File: src/rtl/bk_pkg.sv
// Shared types for the backup-RAM sequencer: FSM state encoding and sector address width.
package bk_pkg;

  typedef enum logic [1:0] {
    IDLE,
    REQ,
    XFER
  } bk_state_t;

  function automatic int bk_lba_w(input int sectors);
    return $clog2(sectors);
  endfunction

endpackage

File: src/rtl/bk_ack_watchdog.sv
// Counts cycles spent waiting for a sector acknowledge.
// expired is high in the last allowed cycle so the request holds for exactly ACK_TIMEOUT cycles.
module bk_ack_watchdog #(
  parameter int ACK_TIMEOUT = 24'hFFFFFF
) (
  input  logic clk_sys,
  input  logic reset,
  input  logic run,
  input  logic clr,
  output logic expired
);

  localparam int W = $clog2(ACK_TIMEOUT + 1);
  localparam logic [W-1:0] LAST = W'(ACK_TIMEOUT - 1);

  logic [W-1:0] cnt;

  assign expired = run & (cnt == LAST);

  always_ff @(posedge clk_sys or posedge reset) begin
    if (reset) begin
      cnt <= '0;
    end else if (clr) begin
      cnt <= '0;
    end else if (run & ~expired) begin
      cnt <= cnt + 1'b1;
    end
  end

endmodule

File: src/rtl/bkram_sequencer.sv
// Sequences nvram <-> save-image sector transfers: triggers, pending-write tracking,
// per-sector request/ack handshake with an ack watchdog and download abort.
module bkram_sequencer
  import bk_pkg::*;
#(
  parameter int SECTORS     = 64,
  parameter int ACK_TIMEOUT = 24'hFFFFFF
) (
  input  logic        clk_sys,
  input  logic        reset,
  input  logic        cart_download,
  input  logic        img_mounted,
  input  logic        img_readonly,
  input  logic        img_size_nz,
  input  logic        osd_status,
  input  logic        autosave_en,
  input  logic        load_req,
  input  logic        save_req,
  input  logic        nvram_we,
  input  logic        sd_ack,
  output logic [31:0] sd_lba,
  output logic        sd_rd,
  output logic        sd_wr,
  output logic        bk_ena,
  output logic        bk_state,
  output logic        bk_loading,
  output logic        bk_pending,
  output logic        bk_error
);

  localparam int LBA_W = bk_lba_w(SECTORS);
  localparam logic [LBA_W-1:0] LBA_LAST = LBA_W'(SECTORS - 1);

  bk_state_t        state;
  logic [LBA_W-1:0] lba;
  logic cd_q, load_q, save_q, v_q, ack_q;
  logic a_trg, l_trg, s_trg, v_trg;
  logic autosave_cond, cd_rise, ack_rise, ack_fall, pend_set, any_trg, enter_req;
  logic wd_run, wd_clr, expired;

  assign autosave_cond = bk_pending & osd_status & autosave_en;
  assign cd_rise   = cart_download & ~cd_q;
  assign ack_rise  = sd_ack & ~ack_q;
  assign ack_fall  = ~sd_ack & ack_q;
  assign pend_set  = bk_ena & ~osd_status & nvram_we;
  assign any_trg   = a_trg | l_trg | s_trg | v_trg;
  assign enter_req = ((state == IDLE) & any_trg) |
                     ((state == XFER) & ack_fall & ~cd_rise & (lba != LBA_LAST));

  assign sd_lba   = {{(32 - LBA_W){1'b0}}, lba};
  assign bk_state = (state != IDLE);
  assign wd_run   = (state == REQ);
  assign wd_clr   = (state != REQ);

  bk_ack_watchdog #(.ACK_TIMEOUT(ACK_TIMEOUT)) u_wd (
    .clk_sys (clk_sys),
    .reset   (reset),
    .run     (wd_run),
    .clr     (wd_clr),
    .expired (expired)
  );

  // Edge pulses are registered; edges seen while busy are discarded rather than queued.
  always_ff @(posedge clk_sys or posedge reset) begin
    if (reset) begin
      cd_q   <= 1'b0;
      load_q <= 1'b0;
      save_q <= 1'b0;
      v_q    <= 1'b0;
      ack_q  <= 1'b0;
      a_trg  <= 1'b0;
      l_trg  <= 1'b0;
      s_trg  <= 1'b0;
      v_trg  <= 1'b0;
    end else begin
      cd_q   <= cart_download;
      load_q <= load_req;
      save_q <= save_req;
      v_q    <= autosave_cond;
      ack_q  <= sd_ack;
      a_trg  <= cd_q & ~cart_download & img_size_nz & bk_ena & (state == IDLE);
      l_trg  <= load_req & ~load_q & bk_ena & (state == IDLE);
      s_trg  <= save_req & ~save_q & bk_ena & (state == IDLE);
      v_trg  <= autosave_cond & ~v_q & bk_ena & (state == IDLE);
    end
  end

  always_ff @(posedge clk_sys or posedge reset) begin
    if (reset) begin
      state      <= IDLE;
      lba        <= '0;
      sd_rd      <= 1'b0;
      sd_wr      <= 1'b0;
      bk_ena     <= 1'b0;
      bk_loading <= 1'b0;
      bk_pending <= 1'b0;
      bk_error   <= 1'b0;
    end else begin
      if (cd_rise) begin
        bk_ena <= 1'b0;
      end else if (cart_download & img_mounted & ~img_readonly) begin
        bk_ena <= 1'b1;
      end

      if (pend_set) begin
        bk_pending <= 1'b1;
      end else if (enter_req) begin
        bk_pending <= 1'b0;
      end

      case (state)
        IDLE: begin
          if (any_trg) begin
            state      <= REQ;
            lba        <= '0;
            bk_loading <= a_trg | l_trg;
            sd_rd      <= a_trg | l_trg;
            sd_wr      <= ~(a_trg | l_trg);
            bk_error   <= 1'b0;
          end
        end
        REQ: begin
          if (cd_rise) begin
            state      <= IDLE;
            sd_rd      <= 1'b0;
            sd_wr      <= 1'b0;
            bk_loading <= 1'b0;
          end else if (ack_rise) begin
            state <= XFER;
            sd_rd <= 1'b0;
            sd_wr <= 1'b0;
          end else if (expired) begin
            state      <= IDLE;
            sd_rd      <= 1'b0;
            sd_wr      <= 1'b0;
            bk_error   <= 1'b1;
            bk_loading <= 1'b0;
          end
        end
        XFER: begin
          if (cd_rise) begin
            state      <= IDLE;
            bk_loading <= 1'b0;
          end else if (ack_fall) begin
            if (lba == LBA_LAST) begin
              state      <= IDLE;
              bk_loading <= 1'b0;
            end else begin
              state <= REQ;
              lba   <= lba + 1'b1;
              sd_rd <= bk_loading;
              sd_wr <= ~bk_loading;
            end
          end
        end
        default: state <= IDLE;
      endcase
    end
  end

endmodule

File: config.mk
export PLATFORM = sky130hd
export DESIGN_NAME = bkram_sequencer
export DESIGN_NICKNAME = d
export VERILOG_FILES = /design/src/rtl/bk_pkg.sv /design/src/rtl/bk_ack_watchdog.sv /design/src/rtl/bkram_sequencer.sv
export SDC_FILE = /design/constraint.sdc
export NUM_CORES = 1
export LEC_CHECK = 0
export BUFFER_PORTS_ARGS = -buffer_cell sky130_fd_sc_hd__buf_4
export CELL_PAD_IN_SITES_DETAIL_PLACEMENT = 0
export CELL_PAD_IN_SITES_GLOBAL_PLACEMENT = 2
export CORE_MARGIN = 8
export CORE_UTILIZATION = 31
export DETAILED_ROUTE_END_ITERATION = 12
export HOLD_SLACK_MARGIN = 0.05
export PLACE_DENSITY = 0.74
export RECOVER_POWER = 100
export SLEW_MARGIN = 0
export SYNTH_ARGS = -nofsm -noshare
export SYNTH_HDL_FRONTEND = slang
export SYNTH_SLANG_ARGS = --single-unit
File: constraint.sdc
create_clock -name clk_sys -period 2.2 [get_ports clk_sys]
set_input_delay 0.66 -clock clk_sys [delete_from_list [all_inputs] [get_ports clk_sys]]
set_output_delay 0.66 -clock clk_sys [all_outputs]
set_load 0.03 [all_outputs]
Yosys cells after proc, flatten, opt, wreduce, memory -nomap -nowiden:

Index checks and enable logic that the tools add are counted.
Widths: inputs -> output; s select.

* register bits after elaboration: 47
* word-level logic and storage cells: 139
* output and inout bits: 39
* input bits: 12

* add/sub/neg operators: 2
* multiplexer cells: 43
* reduce and logical (&&, ||, !) cells: 13
* eq/ne operators: 18
* bitwise logic cells: 45

Operators by type and width (number)
* $mux 24: 2
* $and 1x1->1: 28
* $mux 1: 25
* $add 24x1->24 const B: 1
* $eq 24x24->1 const B: 1
* $mux 6: 4
* $ne 2x2->1 const B: 7
* $not 1->1: 13
* $mux 2: 6
* $pmux 6 s2: 1
* $reduce_and 6->1: 2
* $reduce_bool 2->1: 6
* $reduce_and 5->1: 2
* $ne 3x3->1 const B: 3
* $pmux 1 s3: 3
* $add 6x1->6 const B: 1
* $eq 6x6->1 const B: 1
* $ne 6x6->1 const B: 1
* $pmux 2 s3: 1
* $ne 4x4->1 const B: 1
* $or 1x1->1: 4
* $ne 3x2->1 const B: 1
* $reduce_and 3->1: 1
* $reduce_bool 3->1: 1
* 5 further kinds: 5

Logic depth before layout (Yosys ltp):

Gate-level depths: netlist (run 1).

* depth after elaboration: 8
* mapped depth: 8
* mapped depth without buffers: 7

Modules after synthesis:

A second synthesis (run 1) with hierarchy kept.

* cell total of the unflattened synthesis: 292
* area, all modules: 2797.7 µm²

By module, submodules not included
* bkram_sequencer: area each 1438.9 µm², cells each 146, times used 1
* bk_ack_watchdog: area each 1358.8 µm², cells each 146, times used 1

Least setup slack after synthesis (run 1):

OpenSTA, ideal clock, no wires.

* path kind: reg-to-reg
* start: reg u_wd.cnt[0]
* end: reg state[0]
* data arrival time: 2.003 ns
* path slack: 0.072 ns
* path buffers: 1
* stages on the path, launching flop included: 9
* library setup time: 0.125 ns
* cells stage by stage: dfrtp_1 inv_1 ha_1 nand3_1 or4_4 buf_6 o21ai_4 o311ai_2 mux2_4

* longest elaborated chain between the ends: 4

RTL lines
* start: declaration: line bk_ack_watchdog.sv:16 `logic [W-1:0] cnt;`
* start signal: assignment: line bk_ack_watchdog.sv:26 `cnt <= cnt + 1'b1;`
* $eq 24x24->1: line bk_ack_watchdog.sv:18 `assign expired = run & (cnt == LAST);`
* $and 1x1->1: line bk_ack_watchdog.sv:18
* $ne 4x4->1 (no line)
* $reduce_and 3->1 (no line)
* end signal: assignment: line bkram_sequencer.sv:90 `state <= IDLE;`
* end signal: assignment: line bkram_sequencer.sv:114 `state <= REQ;`
* end signal: assignment: line bkram_sequencer.sv:124 `state <= IDLE;`
* end: declaration: line bkram_sequencer.sv:34 `bk_state_t state;`

No other way between the ends.
A chain may end at the register's enable or synchronous reset.

Worst setup path after layout (run 1):

Same ends and word-level chain as after synthesis.

==> impl_metrics.env, run 1 <==
export IMPL_dieArea_sq_um=12180
export IMPL_max_cap_viol_count=0
export IMPL_end_kind="flop"
export IMPL_layout_drive_gt1_share_pct=13.23
export IMPL_via_per_inst=4.776
export IMPL_swShare_pct=39.83
export IMPL_syn_avg_cell_area_sq_um=9.685
export IMPL_post_cts_buffers=0
export IMPL_power_share_sequential_pct=36.1
export IMPL_core_area_sq_um=8678
export IMPL_holdBufCountCts=0
export IMPL_grt_max_degree=48
export IMPL_wl_met3_um=212
export IMPL_vdd_ir_drop_max_mv=0.4064
export IMPL_clk_pin_slew_ns=0.10
export IMPL_dr_pass1_iters=4
export IMPL_regMostFlops="u_wd.cnt"
export IMPL_period_minus_slack_ns=2.105
export IMPL_comb_power_share_pct=40.8
export IMPL_ys_ff_latch=47
export IMPL_final_setup_viol_count=0
export IMPL_clock_path_buffers=2
export IMPL_grt_pass1_wl_mm=10.69
export IMPL_skew_ns=0.01321
export IMPL_antennaDiodeCount=0
export IMPL_antenna_found_initial=0
export IMPL_path_class="flop to flop"
export IMPL_postLayoutCellArea_sq_um=3103
export IMPL_start_util_pct=31.81
export IMPL_drt_drc_violations_left=0
export IMPL_worst_ep_required_time_ns=2.40
export IMPL_outcome="finished, final reports clean"
export IMPL_worst_pin_slew_ns=1.208
export IMPL_period_share_pct=95.69
export IMPL_htreeDepth=2
export IMPL_die_height_um=110.4
export IMPL_dr_wl_met2_mm=2.978
export IMPL_wl_met1_mm=2.840
export IMPL_ant_nets=0
export IMPL_cts_resized=0
export IMPL_totalWireLength_mm=6.082
export IMPL_setup_tns_final_ns=0
export IMPL_hold_violations=0
export IMPL_clockPowerShare_pct=23.2
export IMPL_top_layer="met4"
export IMPL_grt_use_total_pct=11.00
export IMPL_finalPower_mw=2.924
export IMPL_net_switching_power_mw=1.165
export IMPL_die_w_um=110.4
export IMPL_largest_reg_flops=24
export IMPL_dpl_cell_area_sq_um=3062
export IMPL_drtIter0Drc=79
export IMPL_p_leak_nw=1.442
export IMPL_detail_route_wl_per_cell_um=14.05
export IMPL_pin_count=51
export IMPL_yosysSeqAreaShare_pct=42.61
export IMPL_fillerInstances=954
export IMPL_critical_path_max_fanout=4
export IMPL_hp_class="flop to flop"
export IMPL_synth_flop_cell="dfrtp_1"
export IMPL_slew_headroom_pct=19.46
export IMPL_synth_area_sq_um=2760
export IMPL_overflow=0
export IMPL_area_growth_synth_to_final_pct=12.42
export IMPL_cts_num_sinks=47
export IMPL_fp_row_count=34
export IMPL_syn_inst=285
export IMPL_synth_edf_count=0
export IMPL_power_density_nw_per_um2=942.3
export IMPL_slew_violations=0
export IMPL_vias=2068
export IMPL_ys_types=55
export IMPL_fmax_mhz=475.0
export IMPL_start_kind="flop"
export IMPL_cts_root_buf="clkbuf_8"
export IMPL_cts_buffers=5
export IMPL_utilization_pct=35.76
export IMPL_dp_final_hpwl_mm=4.527
export IMPL_nets=343
export IMPL_io_buffers=24
export IMPL_cp_arrival_ns=2.31
export IMPL_grt_pass1_vias=2242
export IMPL_yosysWarnings=0
export IMPL_clkLatencyLatePin_ns=0.31
export IMPL_internal_power_mw=1.759
export IMPL_cts_tree="yes"
export IMPL_place_congestion=0.7678
export IMPL_async_flop_share_pct=100.0
export IMPL_top_regs="u_wd.cnt (24), lba (6), state (2)"
[routing by layer]
layer,track usage (%),vias up
met2,18.17,33
met3,2.907,4
met1,13.78,1007
met4,3.140,0
li1,-,1024
met5,0,-
[cell families (layout without fill, tap and decap cells)]
logic type / count (synthesis) / count (layout) / synth area share, %
AND/OR/NAND/NOR: 123 / 123 / 25.84
flip-flops: 47 / 47 / 42.61
buffers and inverters: 44 / 59 / 9.792
AO/OA/AOI/OAI: 39 / 39 / 10.29
XOR/XNOR: 17 / 17 / 5.394
adder cells (fa/ha/maj): 7 / 7 / 3.173
multiplexers: 7 / 7 / 2.765
other: 1 / 26 / 0.1359
[path summary, 6_finish.rpt]
| path | startpoint | cells after the start | slack, ns | endpoint |
|---|---|---|---|---|
| min in group asynchronous | reset | 3 | 0.74 | u_wd.cnt[15] |
| worst min-delay path | save_q | 1 | 0.40 | s_trg |
| worst max register to register | u_wd.cnt[0] | 7 | 0.09 | state[0] |
| worst min register to register | save_q | 1 | 0.40 | s_trg |
| worst max-delay path | u_wd.cnt[0] | 7 | 0.09 | state[0] |
| max in group asynchronous | reset | 3 | 0.72 | u_wd.cnt[7] |
[critical path, cell delays in order, from the launching register on]
cell	delay [ns]
dfrtp_1	0.39
inv_1	0.09
ha_1	0.17
nand3_1	0.14
or4_4	0.57
o21ai_4	0.19
o311ai_2	0.15
mux2_4	0.31
[per-stage QoR]
stage          setup WS (ns)  std cells  hold slack, ns
6_report             0.09481        433          0.4019
2_1_floorplan        0.07206        310          0.3824
5_1_grt           -0.0006066        433          0.4248
4_1_cts              0.05584        432          0.3942
3_3_place_gp          0.1000        424          0.3879
3_5_place_dp         0.06679        424          0.3914
[layout make-up]
type                       instances  area (sq um)  share of cell area, %
clock buffer                       6         82.58                  2.661
timing repair buffer              39         226.5                  7.298
multi-input combinational        219          1403                  45.20
clock inverter                     2         35.03                  1.129
inverter                          12         45.04                  1.452
sequential                        47          1176                  37.90
tap                              108         135.1                  4.355
[power groups by stage]
stage | logic [mW] | clock network (mW) | registers [mW]
finish | 1.19 | 0.677 | 1.05
global route | 1.32 | 0.735 | 1.08
CTS | 1.24 | 0.703 | 1.06
detailed placement | 1.24 | 0 | 1.08
global placement | 1.23 | 0 | 1.08
floorplan | 0.801 | 0 | 1.16
[cell usage after synthesis, types with 2 or more instances]
cell	n	area share (%)
a211oi_1	3	0.82
a21oi_1	7	1.3
a31oi_1	5	1.1
and2_1	18	4.1
and3_1	8	1.8
and4_1	2	0.63
buf_4	26	7.1
clkbuf_1	5	0.68
dfrtp_1	47	43
ha_1	7	3.2
inv_1	12	1.6
mux2i_1	5	1.8
nand2_1	22	3.0
nand2_2	2	0.45
nand2b_1	9	2.0
nand3_1	17	3.1
nand4_1	6	1.4
nor2_1	13	1.8
nor3_1	6	1.1
nor3b_1	3	0.82
nor4_1	4	0.91
o211ai_1	3	0.82
o21ai_0	8	1.5
xnor2_1	12	3.8
xor2_1	5	1.6
[placed cells by master, fill, tap and decap left out, types with 4 or more instances in the layout]
cell      instances
and2_1            7
clkbuf_4          4
nand2b_1          9
nand3_1          17
clkbuf_8          6
a31oi_1           5
xnor2_1          12
nand4_1           6
ha_1              7
nor4_1            4
nor3_1            7
and3_1            8
clkbuf_1         17
o21ai_0           8
mux2i_1           5
a21oi_1           7
conb_1           26
xor2_1            5
dfrtp_1          47
inv_1            12
nand2_1          22
nor2_1           13
and2_0           11
buf_4            17
Note: power is estimated with default switching activity, not from simulation.
==> run 2: changes to the inputs <==
--- a/config.mk
+++ b/config.mk
@@ -12,7 +12,7 @@
 export CORE_UTILIZATION = 31
 export DETAILED_ROUTE_END_ITERATION = 12
 export HOLD_SLACK_MARGIN = 0.05
-export PLACE_DENSITY = 0.74
+export PLACE_DENSITY = 0.87
 export RECOVER_POWER = 100
 export SLEW_MARGIN = 0
 export SYNTH_ARGS = -nofsm -noshare
==> run 2 against run 1 <==
Sequential power hardly changed. Via count is 0.87% lower. Clock power is 19% lower. Largest power group unchanged. Highest routed layer unchanged. Global-route usage is 0.69 points lower. Cell count is 0.23% higher. Wire length is 2.5% lower. Largest cell class unchanged. Clock skew is 0.0077 ns lower. First-iteration DRC count is 57% lower.
==> impl_metrics.env, run 2 (synthesis gave the netlist of run 1 again) <==
export IMPL_outcome="finished, final reports clean"
export IMPL_layout_common_cells="dfrtp_1 (47), conb_1 (26), nand2_1 (22), clkbuf_1 (22), nand3_1 (17)"
export IMPL_max_cap_viol_count=0
export IMPL_setup_tns_final_ns=0
export IMPL_nets=344
export IMPL_pin_count=51
export IMPL_dp_final_hpwl_mm=4.532
export IMPL_r2r_start="u_wd.cnt[0]"
export IMPL_cp_arrival_ns=1.43
export IMPL_swShare_pct=41.29
export IMPL_slew_violations=0
export IMPL_ant_nets=0
export IMPL_end_kind="output pin"
export IMPL_top_regs="u_wd.cnt (24), lba (6), state (2)"
export IMPL_die_w_um=110.4
export IMPL_grt_pass1_vias=2156
export IMPL_critical_path_max_fanout=6
export IMPL_multi_input_area_sq_um=1404
export IMPL_regToRegEndpoint="state[0]"
export IMPL_net_switching_power_mw=1.138
export IMPL_layout_drive_gt1_share_pct=12.27
export IMPL_clk_pin_slew_ns=0.09
export IMPL_clock_path_buffers=2
export IMPL_clkLatencyLatePin_ns=0.29
export IMPL_regMostFlops="u_wd.cnt"
export IMPL_path_class="flop to output pin"
export IMPL_utilization_pct=35.42
export IMPL_r2r_slack_ns=0.12
export IMPL_skew_ns=0.005514
export IMPL_dr_pass1_iters=4
export IMPL_overflow=0
export IMPL_final_setup_viol_count=0
export IMPL_cts_tree="yes"
export IMPL_hold_violations=0
export IMPL_postLayoutCellArea_sq_um=3074
export IMPL_pre_cts_slack_ns=0.08436
export IMPL_worst_ep_required_time_ns=1.54
export IMPL_p_leak_nw=1.416
export IMPL_fmax_mhz=479.4
export IMPL_place_congestion=0.7923
export IMPL_critical_path_startpoint="state[0]"
export IMPL_period_minus_slack_ns=2.086
export IMPL_antenna_found_initial=0
export IMPL_die_height_um=110.4
export IMPL_layout_commonest_cell="dfrtp_1"
export IMPL_dieArea_sq_um=12180
export IMPL_comb_power_share_pct=41.6
export IMPL_setup_ws_ns=0.1141
export IMPL_hp_class="flop to flop"
export IMPL_grt_pass1_wl_mm=10.16
export IMPL_antennaDiodeCount=0
export IMPL_vias=2050
export IMPL_htreeDepth=2
export IMPL_fillerInstances=927
export IMPL_cts_buffers=5
export IMPL_io_buffers=24
export IMPL_clockPowerShare_pct=19.9
export IMPL_worst_pin_slew_ns=0.9806
export IMPL_via_per_inst=4.724
export IMPL_reg2regPathDepth=7
export IMPL_period_share_pct=94.81
export IMPL_largest_reg_flops=24
export IMPL_cts_num_sinks=47
export IMPL_area_growth_synth_to_final_pct=11.38
export IMPL_vdd_ir_drop_max_mv=0.4529
export IMPL_grt_use_total_pct=10.31
export IMPL_detail_route_wl_per_cell_um=13.66
export IMPL_dpl_cell_area_sq_um=3049
export IMPL_drtIter0Drc=34
export IMPL_seqCellArea_sq_um=1176
export IMPL_internal_power_mw=1.618
export IMPL_drt_drc_violations_left=0
export IMPL_grt_max_degree=29
export IMPL_start_kind="flop"
export IMPL_slew_headroom_pct=34.55
export IMPL_cts_root_buf="clkbuf_8"
export IMPL_start_util_pct=31.81
export IMPL_fp_row_count=34
export IMPL_totalWireLength_mm=5.928
export IMPL_endpoint="bk_state"
export IMPL_rsz0062_at_grt="false"
export IMPL_power_share_sequential_pct=38.6
export IMPL_core_area_sq_um=8678
export IMPL_power_density_nw_per_um2=896.5
## run 2: cell count changes in the layout (fill, tap and decap cells not counted), sizes merged
cell	delta
clkbuf	+5
buf	-3
bufinv	-1
## run 2: power by group through the flow
stage | combinational [mW] | clock (mW) | sequential, mW
5_1_grt | 1.28 | 0.605 | 1.08
2_1_floorplan | 0.801 | 0 | 1.16
3_3_place_gp | 1.19 | 0 | 1.08
3_5_place_dp | 1.20 | 0 | 1.08
4_1_cts | 1.21 | 0.568 | 1.06
6_report | 1.15 | 0.548 | 1.06
## run 2: repair_timing
item	CTS	global route
setup endpoints to repair	0	3
setup buffers	0	2
gates resized for setup	0	1
hold buffers	0	0
## run 2: worst min path at each step
stage | to | from | cells past startpoint
4_1_cts | l_trg | load_q | 1
6_report | l_trg | load_q | 1
5_1_grt | v_trg | v_q | 1
3_3_place_gp | s_trg | save_q | 1
2_1_floorplan | l_trg | load_q | 1
3_5_place_dp | l_trg | load_q | 1
## run 2: cell type report
class	instances	area share, %
Multi-Input combinational cell	219	45.67
Sequential cell	47	38.26
Timing Repair Buffer	40	7.123
Tap cell	108	4.396
Clock buffer	7	2.808
Inverter	12	1.465
Clock inverter	1	0.2849
## run 2: metrics by stage
step           power [mW]  cells  hold slack (ns)
2_1_floorplan       1.958    310           0.3824
3_5_place_dp        2.283    424           0.3895
5_1_grt             2.964    434           0.4297
6_report            2.756    434           0.3994
4_1_cts             2.842    432           0.4017
3_3_place_gp        2.267    424           0.3865
## run 2: per-layer routing
| layer | track usage (%) | share of wire (%) |
|---|---|---|
| met4 | 2.093 | 0.39 |
| met5 | 0 | 0 |
| met3 | 2.674 | 4.4 |
| met2 | 17.40 | 49 |
| met1 | 12.97 | 46 |
## run 2: worst max-delay path: stages (launching register included)
cell	delay, ns
dfrtp_1	0.40
inv_1	0.08
ha_1	0.26
inv_1	0.16
buf_2	0.23
